<file path="src/rtl/vdp_bus_pkg.sv">
// Shared encodings for the VDP bus master: command op-codes, VDP mode values and FSM states.
package vdp_bus_pkg;

   localparam logic [1:0] OP_SELECT     = 2'd0;
   localparam logic [1:0] OP_REG_WRITE  = 2'd1;
   localparam logic [1:0] OP_VRAM_WRITE = 2'd2;
   localparam logic [1:0] OP_VRAM_READ  = 2'd3;

   localparam logic [1:0] MODE_SELECT = 2'b00;
   localparam logic [1:0] MODE_REG    = 2'b01;
   localparam logic [1:0] MODE_DATA   = 2'b10;

   typedef enum logic [1:0] {
      IDLE   = 2'd0,
      SETUP  = 2'd1,
      STROBE = 2'd2,
      HOLD   = 2'd3
   } state_e;

   function automatic logic [1:0] mode_of_op(input logic [1:0] op);
      logic [1:0] mode;
      case (op)
         OP_SELECT:    mode = MODE_SELECT;
         OP_REG_WRITE: mode = MODE_REG;
         default:      mode = MODE_DATA;
      endcase
      return mode;
   endfunction

   // Both VRAM ops share op[1]=1; they are the only ones gated by the settle time.
   function automatic logic is_vram_op(input logic [1:0] op);
      return op[1];
   endfunction

endpackage

</file>
<file path="src/rtl/vdp_settle_timer.sv">
// Loadable saturating down-counter with a zero flag; used both for the VRAM settle
// window and for counting SETUP/STROBE/HOLD phase lengths.
module vdp_settle_timer #(
   parameter int unsigned          WIDTH     = 5,
   parameter logic [WIDTH-1:0]     RESET_VAL = '0
) (
   input  logic             clk,
   input  logic             rst_b_i,
   input  logic             load_i,
   input  logic [WIDTH-1:0] load_val_i,
   output logic             zero_o
);

   logic [WIDTH-1:0] count_q;
   logic [WIDTH-1:0] count_d;

   always_comb begin
      count_d = count_q;
      if (load_i) begin
         count_d = load_val_i;
      end else if (count_q != '0) begin
         count_d = count_q - WIDTH'(1);
      end
   end

   always_ff @(posedge clk) begin
      if (!rst_b_i) begin
         count_q <= RESET_VAL;
      end else begin
         count_q <= count_d;
      end
   end

   assign zero_o = (count_q == '0);

endmodule

</file>
<file path="src/rtl/vdp_bus_master.sv">
// Drives the VDP CPU-side port (mode/read/write/data) from a one-at-a-time command
// stream, with setup/strobe/hold timing and the VRAM tile-slot settle window.
//
// state  | meaning
// IDLE   | cmd_ready high, mode parked at 00, strobes low
// SETUP  | mode/data driven; VRAM ops also wait for the settle window to expire
// STROBE | vdp_write or vdp_read high, mode/data stable
// HOLD   | strobe low, mode/data still held; read response pulses on first cycle
module vdp_bus_master
   import vdp_bus_pkg::*;
#(
   parameter int unsigned SETUP_CYCLES    = 1,
   parameter int unsigned STROBE_CYCLES   = 2,
   parameter int unsigned HOLD_CYCLES     = 1,
   parameter int unsigned VRAM_GAP_CYCLES = 16
) (
   input  logic       clk,
   input  logic       reset,
   input  logic       cmd_valid,
   output logic       cmd_ready,
   input  logic [1:0] cmd_op,
   input  logic [7:0] cmd_data,
   output logic       rsp_valid,
   output logic [7:0] rsp_data,
   output logic       busy,
   output logic [1:0] vdp_mode,
   output logic       vdp_read,
   output logic       vdp_write,
   output logic [7:0] vdp_wdata,
   input  logic [7:0] vdp_rdata
);

   localparam int unsigned SETTLE_W = $clog2(VRAM_GAP_CYCLES + 1);
   localparam int unsigned PH_MAX_A = (SETUP_CYCLES > STROBE_CYCLES) ? SETUP_CYCLES : STROBE_CYCLES;
   localparam int unsigned PH_MAX   = (PH_MAX_A > HOLD_CYCLES) ? PH_MAX_A : HOLD_CYCLES;
   localparam int unsigned PH_W     = $clog2(PH_MAX + 1);

   // Phase timer counts down to zero, so each phase loads its length minus one.
   localparam logic [PH_W-1:0]     SETUP_LD  = PH_W'(SETUP_CYCLES - 1);
   localparam logic [PH_W-1:0]     STROBE_LD = PH_W'(STROBE_CYCLES - 1);
   localparam logic [PH_W-1:0]     HOLD_LD   = PH_W'(HOLD_CYCLES - 1);
   localparam logic [SETTLE_W-1:0] SETTLE_LD = SETTLE_W'(VRAM_GAP_CYCLES);

   state_e      state_q, state_d;
   logic [1:0]  op_q, op_d;
   logic [1:0]  mode_q, mode_d;
   logic [7:0]  wdata_q, wdata_d;
   logic [7:0]  rsp_data_q, rsp_data_d;
   logic        rsp_valid_q, rsp_valid_d;
   logic        write_q, write_d;
   logic        read_q, read_d;

   logic            phase_load;
   logic [PH_W-1:0] phase_val;
   logic            phase_zero;
   logic            settle_load;
   logic            settle_zero;

   assign cmd_ready = (state_q == IDLE) && reset;
   assign busy      = (state_q != IDLE);
   assign vdp_mode  = mode_q;
   assign vdp_wdata = wdata_q;
   assign vdp_write = write_q;
   assign vdp_read  = read_q;
   assign rsp_valid = rsp_valid_q;
   assign rsp_data  = rsp_data_q;

   vdp_settle_timer #(
      .WIDTH     (PH_W),
      .RESET_VAL ('0)
   ) u_phase_timer (
      .clk        (clk),
      .rst_b_i    (reset),
      .load_i     (phase_load),
      .load_val_i (phase_val),
      .zero_o     (phase_zero)
   );

   vdp_settle_timer #(
      .WIDTH     (SETTLE_W),
      .RESET_VAL (SETTLE_LD)
   ) u_settle_timer (
      .clk        (clk),
      .rst_b_i    (reset),
      .load_i     (settle_load),
      .load_val_i (SETTLE_LD),
      .zero_o     (settle_zero)
   );

   always_comb begin
      state_d     = state_q;
      op_d        = op_q;
      mode_d      = mode_q;
      wdata_d     = wdata_q;
      rsp_data_d  = rsp_data_q;
      rsp_valid_d = 1'b0;
      phase_load  = 1'b0;
      phase_val   = '0;
      settle_load = 1'b0;

      case (state_q)
         IDLE: begin
            if (cmd_valid && cmd_ready) begin
               op_d       = cmd_op;
               mode_d     = mode_of_op(cmd_op);
               wdata_d    = cmd_data;
               state_d    = SETUP;
               phase_load = 1'b1;
               phase_val  = SETUP_LD;
            end
         end
         SETUP: begin
            if (phase_zero && (!is_vram_op(op_q) || settle_zero)) begin
               state_d    = STROBE;
               phase_load = 1'b1;
               phase_val  = STROBE_LD;
            end
         end
         STROBE: begin
            if (phase_zero) begin
               state_d    = HOLD;
               phase_load = 1'b1;
               phase_val  = HOLD_LD;
               if (op_q == OP_VRAM_READ) begin
                  rsp_data_d  = vdp_rdata;
                  rsp_valid_d = 1'b1;
               end
            end
         end
         HOLD: begin
            if (phase_zero) begin
               state_d     = IDLE;
               mode_d      = MODE_SELECT;
               settle_load = (op_q != OP_SELECT);
            end
         end
         default: state_d = IDLE;
      endcase

      // Strobes are registered from the next state so they rise and fall exactly on phase edges.
      write_d = (state_d == STROBE) && (op_d != OP_VRAM_READ);
      read_d  = (state_d == STROBE) && (op_d == OP_VRAM_READ);
   end

   always_ff @(posedge clk) begin
      if (!reset) begin
         state_q     <= IDLE;
         op_q        <= OP_SELECT;
         mode_q      <= MODE_SELECT;
         wdata_q     <= '0;
         rsp_data_q  <= '0;
         rsp_valid_q <= 1'b0;
         write_q     <= 1'b0;
         read_q      <= 1'b0;
      end else begin
         state_q     <= state_d;
         op_q        <= op_d;
         mode_q      <= mode_d;
         wdata_q     <= wdata_d;
         rsp_data_q  <= rsp_data_d;
         rsp_valid_q <= rsp_valid_d;
         write_q     <= write_d;
         read_q      <= read_d;
      end
   end

endmodule

</file>
<file path="config.mk">
export PLATFORM = sky130hd
export DESIGN_NAME = vdp_bus_master
export DESIGN_NICKNAME = d
export VERILOG_FILES = /design/src/rtl/vdp_bus_pkg.sv /design/src/rtl/vdp_settle_timer.sv /design/src/rtl/vdp_bus_master.sv
export SDC_FILE = /design/constraint.sdc
export NUM_CORES = 1
export LEC_CHECK = 0
export CAP_MARGIN = 0
export CELL_PAD_IN_SITES_DETAIL_PLACEMENT = 1
export CELL_PAD_IN_SITES_GLOBAL_PLACEMENT = 1
export CORE_ASPECT_RATIO = 0.7
export CORE_UTILIZATION = 33
export DETAILED_ROUTE_END_ITERATION = 7
export GPL_ROUTABILITY_DRIVEN = 1
export GPL_TIMING_DRIVEN = 1
export PLACE_DENSITY_LB_ADDON = 0.2
export SYNTH_ARGS = -nofsm -noshare
export SYNTH_HDL_FRONTEND = slang
export SYNTH_SLANG_ARGS = --single-unit
</file>
<file path="constraint.sdc">
create_clock -name clk -period 2.25 [get_ports clk]
set_input_delay 0.3375 -clock clk [delete_from_list [all_inputs] [get_ports clk]]
set_output_delay 0.3375 -clock clk [all_outputs]
set_load 0.05 [all_outputs]
</file>
==> results of run 1 <==
## path summary, 6_finish.rpt
check | slack, ns | to | startpoint | cells past startpoint
setup / recovery | 0.26 | busy | state_q[1] | 3
hold / removal | 0.46 | vdp_wdata[1] | vdp_wdata[1] | 2
setup reg to reg | 0.48 | vdp_write | u_settle_timer.count_q[0] | 6
hold reg to reg | 0.46 | vdp_wdata[1] | vdp_wdata[1] | 2
## critical path, delay by kind of cell (launching register included)
family	cells	cell delay, ns
flops	1	0.59
buf+inv	2	0.65
simple gates	1	0.13
## flip-flops by register name, summed over array words and instances, names as in the netlist
name                    cells
vdp_mode                    2
vdp_write                   1
u_phase_timer.count_q       2
state_q                     2
rsp_data                    8
u_settle_timer.count_q      5
vdp_read                    1
vdp_wdata                   8
rsp_valid                   1
op_q                        2
## power by group through the flow
stage | clock (mW) | combinational [mW] | sequential, mW
after floorplan | 0 | 0.509 | 0.853
after global placement | 0 | 0.755 | 0.777
after detailed placement | 0 | 0.797 | 0.791
after CTS | 0.459 | 0.794 | 0.780
after global routing | 0.495 | 0.849 | 0.796
final | 0.450 | 0.781 | 0.782
## metal layers
layer	wire length (um)	global-route usage [%]	vias up
met5	0	0	-
met4	29	6.23	0
met3	115	4.92	2
met2	1610	27.7	14
met1	1600	20.7	587
li1	-	-	596
## metrics by stage
step / cell area [um^2] / power (mW) / hold WS (ns)
2_1_floorplan: 1370 / 1.36 / 0.446
3_3_place_gp: 1840 / 1.53 / 0.448
3_5_place_dp: 1840 / 1.59 / 0.454
4_1_cts: 1930 / 2.03 / 0.471
5_1_grt: 1930 / 2.14 / 0.490
6_report: 1930 / 2.01 / 0.461
## layout make-up
class	count	area, um^2
clock buffers	8	90.1
well taps	52	65.1
repair buffers	47	482
inverters	7	26.3
flip-flops and latches	32	641
fillers	460	2020
multi-input cells	103	622
## timing repair
action	CTS	global route
setup buffers	0	0
endpoints found under the setup margin	1	0
gates resized for setup	1	0
hold endpoints to repair	0	0
hold buffers	0	0
## cells by family after synthesis
group,after synthesis,synth area share (%)
flops,32,46.8
simple gates,60,20.3
xor+xnor,2,1.28
compound gates,30,14.8
buf+inv,17,8.14
mux,8,5.86
fa+ha+maj,3,2.75
## placed cells by master (no fill, tap or decap), types with 2 or more instances in the layout
cell | netlist | routed
clkbuf_1 | 3 | 2
nand2_1 | 26 | 26
ha_1 | 3 | 3
mux2i_1 | 8 | 8
a21oi_1 | 10 | 10
nor2_1 | 21 | 21
dfxtp_1 | 32 | 32
buf_4 | 0 | 3
o21ai_0 | 8 | 8
a211oi_1 | 2 | 2
buf_12 | 0 | 2
inv_1 | 7 | 7
nor3_1 | 2 | 2
clkbuf_8 | 2 | 6
clkdlybuf4s50_1 | 0 | 41
nor2b_1 | 2 | 2
==> flow_metrics.tcl, run 1 <==
set metrics [dict create \
    syn_inst 152 \
    fp.dieW_um 78.9 \
    vias_per_cell 4.82 \
    grt_max_degree 20 \
    final_cells 249 \
    overflow 0 \
    fp.dieArea_mm2 0.00441 \
    p_sw_mw 0.767 \
    yosys_warnings 0 \
    drtAntennaViolNets 0 \
    syn_nets 176 \
    start_util_pct 34.7 \
    placementRows 19 \
    intPower_mw 1.25 \
    yosysSeqAreaShare_pct 46.8 \
    worstPathRequired_ns 1.91 \
    crit_path_end_kind "primary output" \
    globalplace.congestion 0.775 \
    drtIter0Drc 70 \
    rsz0062_at_grt "no" \
    maxCapViolations 0 \
    setup_viol 0 \
    area_growth_pct 40.8 \
    dp_cells 241 \
    antenna-diode-count 0 \
    clockRootBuffer "clkbuf_8" \
    startpoint_type "flip-flop" \
    pwr-share-clk_pct 22.4 \
    finalCritPeriodShare_pct 88.5 \
    drc 0 \
    clkLatencyLatePin_ns 0.28 \
    hp-class "reg2reg" \
    io_pins 44 \
    arrival_ns 1.65 \
    hold_viol_final 0 \
    syn_avg_cell_area_um2 9.00 \
    grt_usage_pct 16.8 \
    cts_buffers 5 \
    fp.coreArea_mm2 0.00395 \
    async_flop_share_pct 0 \
    routedWlPerCell_um 13.4 \
    share_comb_of_total_power_pct 38.8 \
    fin_crit_ns 1.99 \
    synth.most_common_cell "dfxtp_1" \
    ys_seq_elements 32 \
    p_leak_nw 0.788 \
    final.setup.tns_ns 0 \
    die_y_um 55.9 \
    netSwitchingFraction_pct 38.1 \
    skew_ns 0.00457 \
    fin_nets 220 \
    cpPeakStageDelay_ns 0.59 \
    synth_top_cell_by_area "dfxtp_1" \
    grt_pass1_vias 1242 \
    synth_area_leaders "dfxtp_1, nand2_1, mux2i_1, nor2_1, a21oi_1" \
    portBuffers 43 \
    cts_tree "yes" \
    hpwl_mm 2.58 \
    htree_levels 2 \
    wl_mm 3.35 \
    fin_ws_ns 0.259 \
    seqPwrFrac_pct 38.8 \
    cpMaxStageDelayCell "dfxtp_1" \
    tightest_slew_ns 0.522 \
    syn-cell-area_mm2 0.00137 \
    antenna_found_initial 0 \
    synth_edf_count 0 \
    synthDistinctLibCells 37 \
    slew_violations 0 \
    cts_max_path_buffers 2 \
    pre_cts_slack_ns 0.289 \
    power.density_mw_per_mm2 1050 \
    status "finished clean" \
    synthFlopType "dfxtp_1" \
    vias 1199 \
    drt_pass1_iterations 4 \
    drive_gt1_share_pct 9.64 \
    clk_pin_slew_ns 0.06 \
    worst-path-max-fanout 12 \
    path_class "reg2out" \
    slew_headroom_pct 65.1 \
    grt_first_pass_wirelength_mm 5.66 \
    timing.fmax_mhz 502 \
    clkSinkCount 32 \
    synth_common_cells "dfxtp_1, nand2_1, nor2_1" \
    path_cells "nor2_1, inv_1, dlygate4sd2_1" \
    synth_top_area_share_pct 46.8 \
    fin_util_pct 48.8 \
    ir_drop_mv 0.405 \
]
(Power assumes the default switching activity.)
==> run 2: changes to the inputs <==
--- a/config.mk
+++ b/config.mk
@@ -9,6 +9,7 @@
 export CELL_PAD_IN_SITES_DETAIL_PLACEMENT = 1
 export CELL_PAD_IN_SITES_GLOBAL_PLACEMENT = 1
 export CORE_ASPECT_RATIO = 0.7
+export CORE_MARGIN = 2
 export CORE_UTILIZATION = 33
 export DETAILED_ROUTE_END_ITERATION = 7
 export GPL_ROUTABILITY_DRIVEN = 1
==> run 2 against run 1 <==
Flip-flop and latch count unchanged. Maximum frequency is 11% higher. Total power is 1.2% higher. Clock skew increased by 0.00082 ns. First-iteration DRC count shrank 14%. Sequential share of layout area down 0.086 points. Register-to-register slack about the same. Worst hold slack lost 0.00094 ns. Design area increased by 0.26%. Global-route usage down 0.24 points. Final cell count is the same. Largest cell class unchanged. Sequential power down 2%.
==> flow_metrics.tcl, run 2 (same netlist as run 1, synthesis figures left out) <==
set metrics [dict create \
    hold_viol_final 0 \
    area_growth_pct 41.2 \
    routedWlPerCell_um 14.2 \
    layout_commonest_cell "clkdlybuf4s50_1" \
    path_cells "nor2_1, inv_1, dlymetal6s2s_1" \
    globalplace.congestion 0.770 \
    cts_hold_buf 0 \
    grt_pass1_vias 1194 \
    drt_pass1_iterations 4 \
    cpMaxStageDelayCell "dfxtp_1" \
    status "finished clean" \
    drive_gt1_share_pct 10.7 \
    clockRootBuffer "clkbuf_8" \
    die_y_um 57.9 \
    fp.dieW_um 80.9 \
    vias 1187 \
    fin_ws_ns 0.452 \
    grt_usage_pct 16.6 \
    drtIter0Drc 60 \
    setup_viol 0 \
    fin_nets 221 \
    multi_input_area_um2 622 \
    grt_max_degree 18 \
    p_leak_nw 0.805 \
    nFillCells 465 \
    cpPeakStageDelay_ns 0.56 \
    whs_ns 0.460 \
    tightest_slew_ns 0.521 \
    fp.coreArea_mm2 0.00395 \
    worstPathRequired_ns 1.91 \
    portBuffers 43 \
    final_cell_mix "clkdlybuf4s50_1, dfxtp_1, nand2_1" \
    fp.dieArea_mm2 0.00468 \
    antenna-diode-count 0 \
    wl_mm 3.53 \
    placementRows 19 \
    startpoint_type "flip-flop" \
    vias_per_cell 4.77 \
    hp-class "reg2reg" \
    cts_buffers 5 \
    arrival_ns 1.46 \
    place_area_mm2 0.00183 \
    cts_tree "yes" \
    power_mw 2.04 \
    ir_drop_mv 0.426 \
    clk_pin_slew_ns 0.06 \
    final_area_mm2 0.00193 \
    drtAntennaViolNets 0 \
    grt_first_pass_wirelength_mm 5.73 \
    timing.fmax_mhz 556 \
    maxCapViolations 0 \
    crit_path_end_kind "primary output" \
    cts_max_path_buffers 2 \
    cp_top_family "flip-flops" \
    power.density_mw_per_mm2 1060 \
    pre_cts_slack_ns 0.284 \
    path_class "reg2out" \
    htree_levels 2 \
    antenna_found_initial 0 \
    clkLatencyLatePin_ns 0.28 \
    fin_crit_ns 1.80 \
    seqCellArea_um2 641 \
    rsz0062_at_grt "no" \
    final.setup.tns_ns 0 \
    clkSinkCount 32 \
    worst-path-max-fanout 12 \
    overflow 0 \
    slew_violations 0 \
    start_util_pct 34.7 \
    drc 0 \
    worstPathBufferInverterCount 2 \
    hpwl_mm 2.70 \
    finalCritPeriodShare_pct 79.9 \
    io_pins 44 \
    skew_ns 0.00539 \
    slew_headroom_pct 65.2 \
]
[run 2: cell count changes in the layout (fill, tap and decap cells not counted), sizes merged]
| cell | change |
|---|---|
| buf | +1 |
| clkbuf | -1 |
| dlygate4sd2 | -1 |
| dlymetal6s2s | +1 |
[run 2: layout make-up]
| type | count | area share [%] |
|---|---|---|
| well taps | 52 | 3.37 |
| repair buffers | 48 | 24.9 |
| inverters | 7 | 1.36 |
| multi-input cells | 103 | 32.2 |
| clock buffers | 7 | 4.99 |
| flip-flops and latches | 32 | 33.2 |
[run 2: worst paths after layout]
kind                              from           end  slack, ns  cells after the start
min                       vdp_wdata[2]  vdp_wdata[2]       0.46                      2
min reg2reg               vdp_wdata[2]  vdp_wdata[2]       0.46                      2
max reg2reg  u_settle_timer.count_q[0]     vdp_write       0.47                      6
max                         state_q[0]          busy       0.45                      3
[run 2: routing by layer]
| layer | vias up | global-route usage, % | wire (um) |
|---|---|---|---|
| met1 | 568 | 20.5 | 1600 |
| met2 | 18 | 27.4 | 1770 |
| li1 | 597 | - | - |
| met5 | - | 0 | 0 |
| met4 | 0 | 5.81 | 36 |
| met3 | 4 | 5.14 | 124 |
[run 2: timing repair]
item / 4_1_cts / 5_1_grt
endpoints found under the setup margin: 0 / 1
resized for setup: 0 / 1
buffers inserted: 0 / 0
[run 2: power breakdown]
part / leakage, nW / switching (mW) / internal (mW)
combinational: 0.493 / 0.474 / 0.329
sequential: 0.262 / 0.0906 / 0.673
clock: 0.0503 / 0.199 / 0.272
total: 0.805 / 0.764 / 1.27
[run 2: worst reg2reg max path, stage by stage, from the launching register on]
cell	delay (ns)
dfxtp_1	0.33
inv_1	0.09
ha_1	0.19
or4b_4	0.55
a211oi_4	0.33
o21ai_2	0.13
a21oi_2	0.10
[run 2: through the flow]
stage,cells,util [%]
CTS,249,48.9
global placement,242,46.4
global route,249,48.9
finish,249,48.9
floorplan,152,-
detailed placement,242,46.4
==> run 3: changes to the inputs <==
--- a/config.mk
+++ b/config.mk
@@ -10,7 +10,7 @@
 export CELL_PAD_IN_SITES_GLOBAL_PLACEMENT = 1
 export CORE_ASPECT_RATIO = 0.7
 export CORE_MARGIN = 2
-export CORE_UTILIZATION = 33
+export CORE_UTILIZATION = 30
 export DETAILED_ROUTE_END_ITERATION = 7
 export GPL_ROUTABILITY_DRIVEN = 1
 export GPL_TIMING_DRIVEN = 1
==> constraint.sdc (replaced) <==
create_clock -name clk -period 1.5 [get_ports clk]
set_input_delay 0.225 -clock clk [delete_from_list [all_inputs] [get_ports clk]]
set_output_delay 0.225 -clock clk [all_outputs]
set_load 0.05 [all_outputs]
==> run 3 against run 2 <==
Sequential share of layout area fell by 2.0 points. The run now ends with negative setup slack left. Final cell count rose by 9.2%. Wire length increased by 6.5%.
==> flow_metrics.tcl, run 3 (same netlist as run 1, synthesis figures left out) <==
set metrics [dict create \
    status "finished, violations left" \
    violations "negative setup slack" \
    rsz0062_at_grt "yes" \
    fin_ws_ns -0.116 \
    setup_viol 6 \
    startpoint_type "flip-flop" \
    clk_pin_slew_ns 0.07 \
    arrival_ns 1.83 \
    grt_first_pass_wirelength_mm 6.12 \
    vias 1265 \
    final.setup.tns_ns -0.381 \
    slew_headroom_pct 75.5 \
    fin_crit_ns 1.62 \
    hpwl_mm 2.71 \
    fin_nets 240 \
    maxCapViolations 0 \
    routedWlPerCell_um 13.8 \
    grt_max_degree 17 \
    placementRows 20 \
    antenna-diode-count 0 \
    io_pins 44 \
    hp-class "reg2reg" \
    cts_hold_buf 0 \
    fp.dieW_um 84.7 \
    cts_tree "yes" \
    hold_viol_final 0 \
    area_growth_pct 51.4 \
    globalplace.congestion 0.747 \
    worstPathRequired_ns 1.72 \
    overflow 0 \
    cts_max_path_buffers 2 \
    pre_cts_slack_ns -0.131 \
    vias_per_cell 4.65 \
    final_cell_mix "buf_4, dfxtp_1, nand2_1" \
    clockRootBuffer "clkbuf_8" \
    die_y_um 60.5 \
    power.density_mw_per_mm2 1650 \
    drtAntennaViolNets 0 \
    crit_path_end_kind "flip-flop" \
    drc 0 \
    whs_ns 0.468 \
    layout_commonest_cell "buf_4" \
    antenna_found_initial 0 \
    cts_buffers 5 \
    portBuffers 43 \
    drtIter0Drc 32 \
    power_mw 3.42 \
    fp.dieArea_mm2 0.00512 \
    drt_pass1_iterations 4 \
    fp.coreArea_mm2 0.00435 \
    tightest_slew_ns 0.358 \
    finalCritPeriodShare_pct 108 \
    timing.fmax_mhz 619 \
    grt_usage_pct 15.1 \
    p_leak_nw 0.933 \
    start_util_pct 31.4 \
    ir_drop_mv 0.497 \
    clkSinkCount 32 \
    skew_ns 0.00455 \
    drive_gt1_share_pct 35.0 \
    path_class "reg2reg" \
    slew_violations 0 \
    htree_levels 2 \
    fin_util_pct 47.6 \
    clkLatencyLatePin_ns 0.28 \
    wl_mm 3.76 \
    worst-path-max-fanout 3 \
    grt_pass1_vias 1355 \
]
-- run 3: worst max-delay path, stage by stage (launching register included) --
cell and delay, ns:
dfxtp_2 0.33, inv_2 0.08, ha_4 0.13, or4b_4 0.49, a211oi_4 0.31, o21ai_2 0.11, a21oi_2 0.11
-- run 3: layer usage --
layer / track usage (%) / wire length, um / vias to the layer above
li1: - / - / 634
met1: 19.2 / 1690 / 596
met4: 4.76 / 28 / 0
met2: 25.5 / 1840 / 33
met5: 0 / 0 / -
met3: 4.49 / 205 / 2
-- run 3: cell type report --
cell class / instances / area, um^2
timing repair buffer: 67 / 582
inverter: 7 / 26.3
clock buffer: 6 / 82.6
fill: 526 / 2280
multi-input combinational: 103 / 656
tap: 55 / 68.8
clock inverter: 2 / 10.0
sequential: 32 / 646
-- run 3: worst paths after layout --
kind,startpoint,endpoint,slack [ns],cells past startpoint
worst max-delay path,u_settle_timer.count_q[1],vdp_write,-0.12,6
worst min-delay path,vdp_mode[1],vdp_mode[1],0.47,2
worst max register to register,u_settle_timer.count_q[1],vdp_write,-0.12,6
worst min register to register,vdp_mode[1],vdp_mode[1],0.47,2
-- run 3: power breakdown --
group	leakage (nW)	internal, mW	switching, mW
Clock	0.0510	0.366	0.317
Sequential	0.263	1.02	0.150
Combinational	0.619	0.747	0.821
Total	0.933	2.13	1.29
-- run 3: metrics by stage --
step	cells	instance area (um^2)
final	272	2070
after global routing	272	2070
after CTS	270	2040
after detailed placement	257	1900
after global placement	257	1900
after floorplan	152	1390
-- run 3: timing repair --
item	CTS	global route
pin swaps	0	1
gates resized for setup	3	4
endpoints found under the setup margin	7	10
setup buffers	5	2
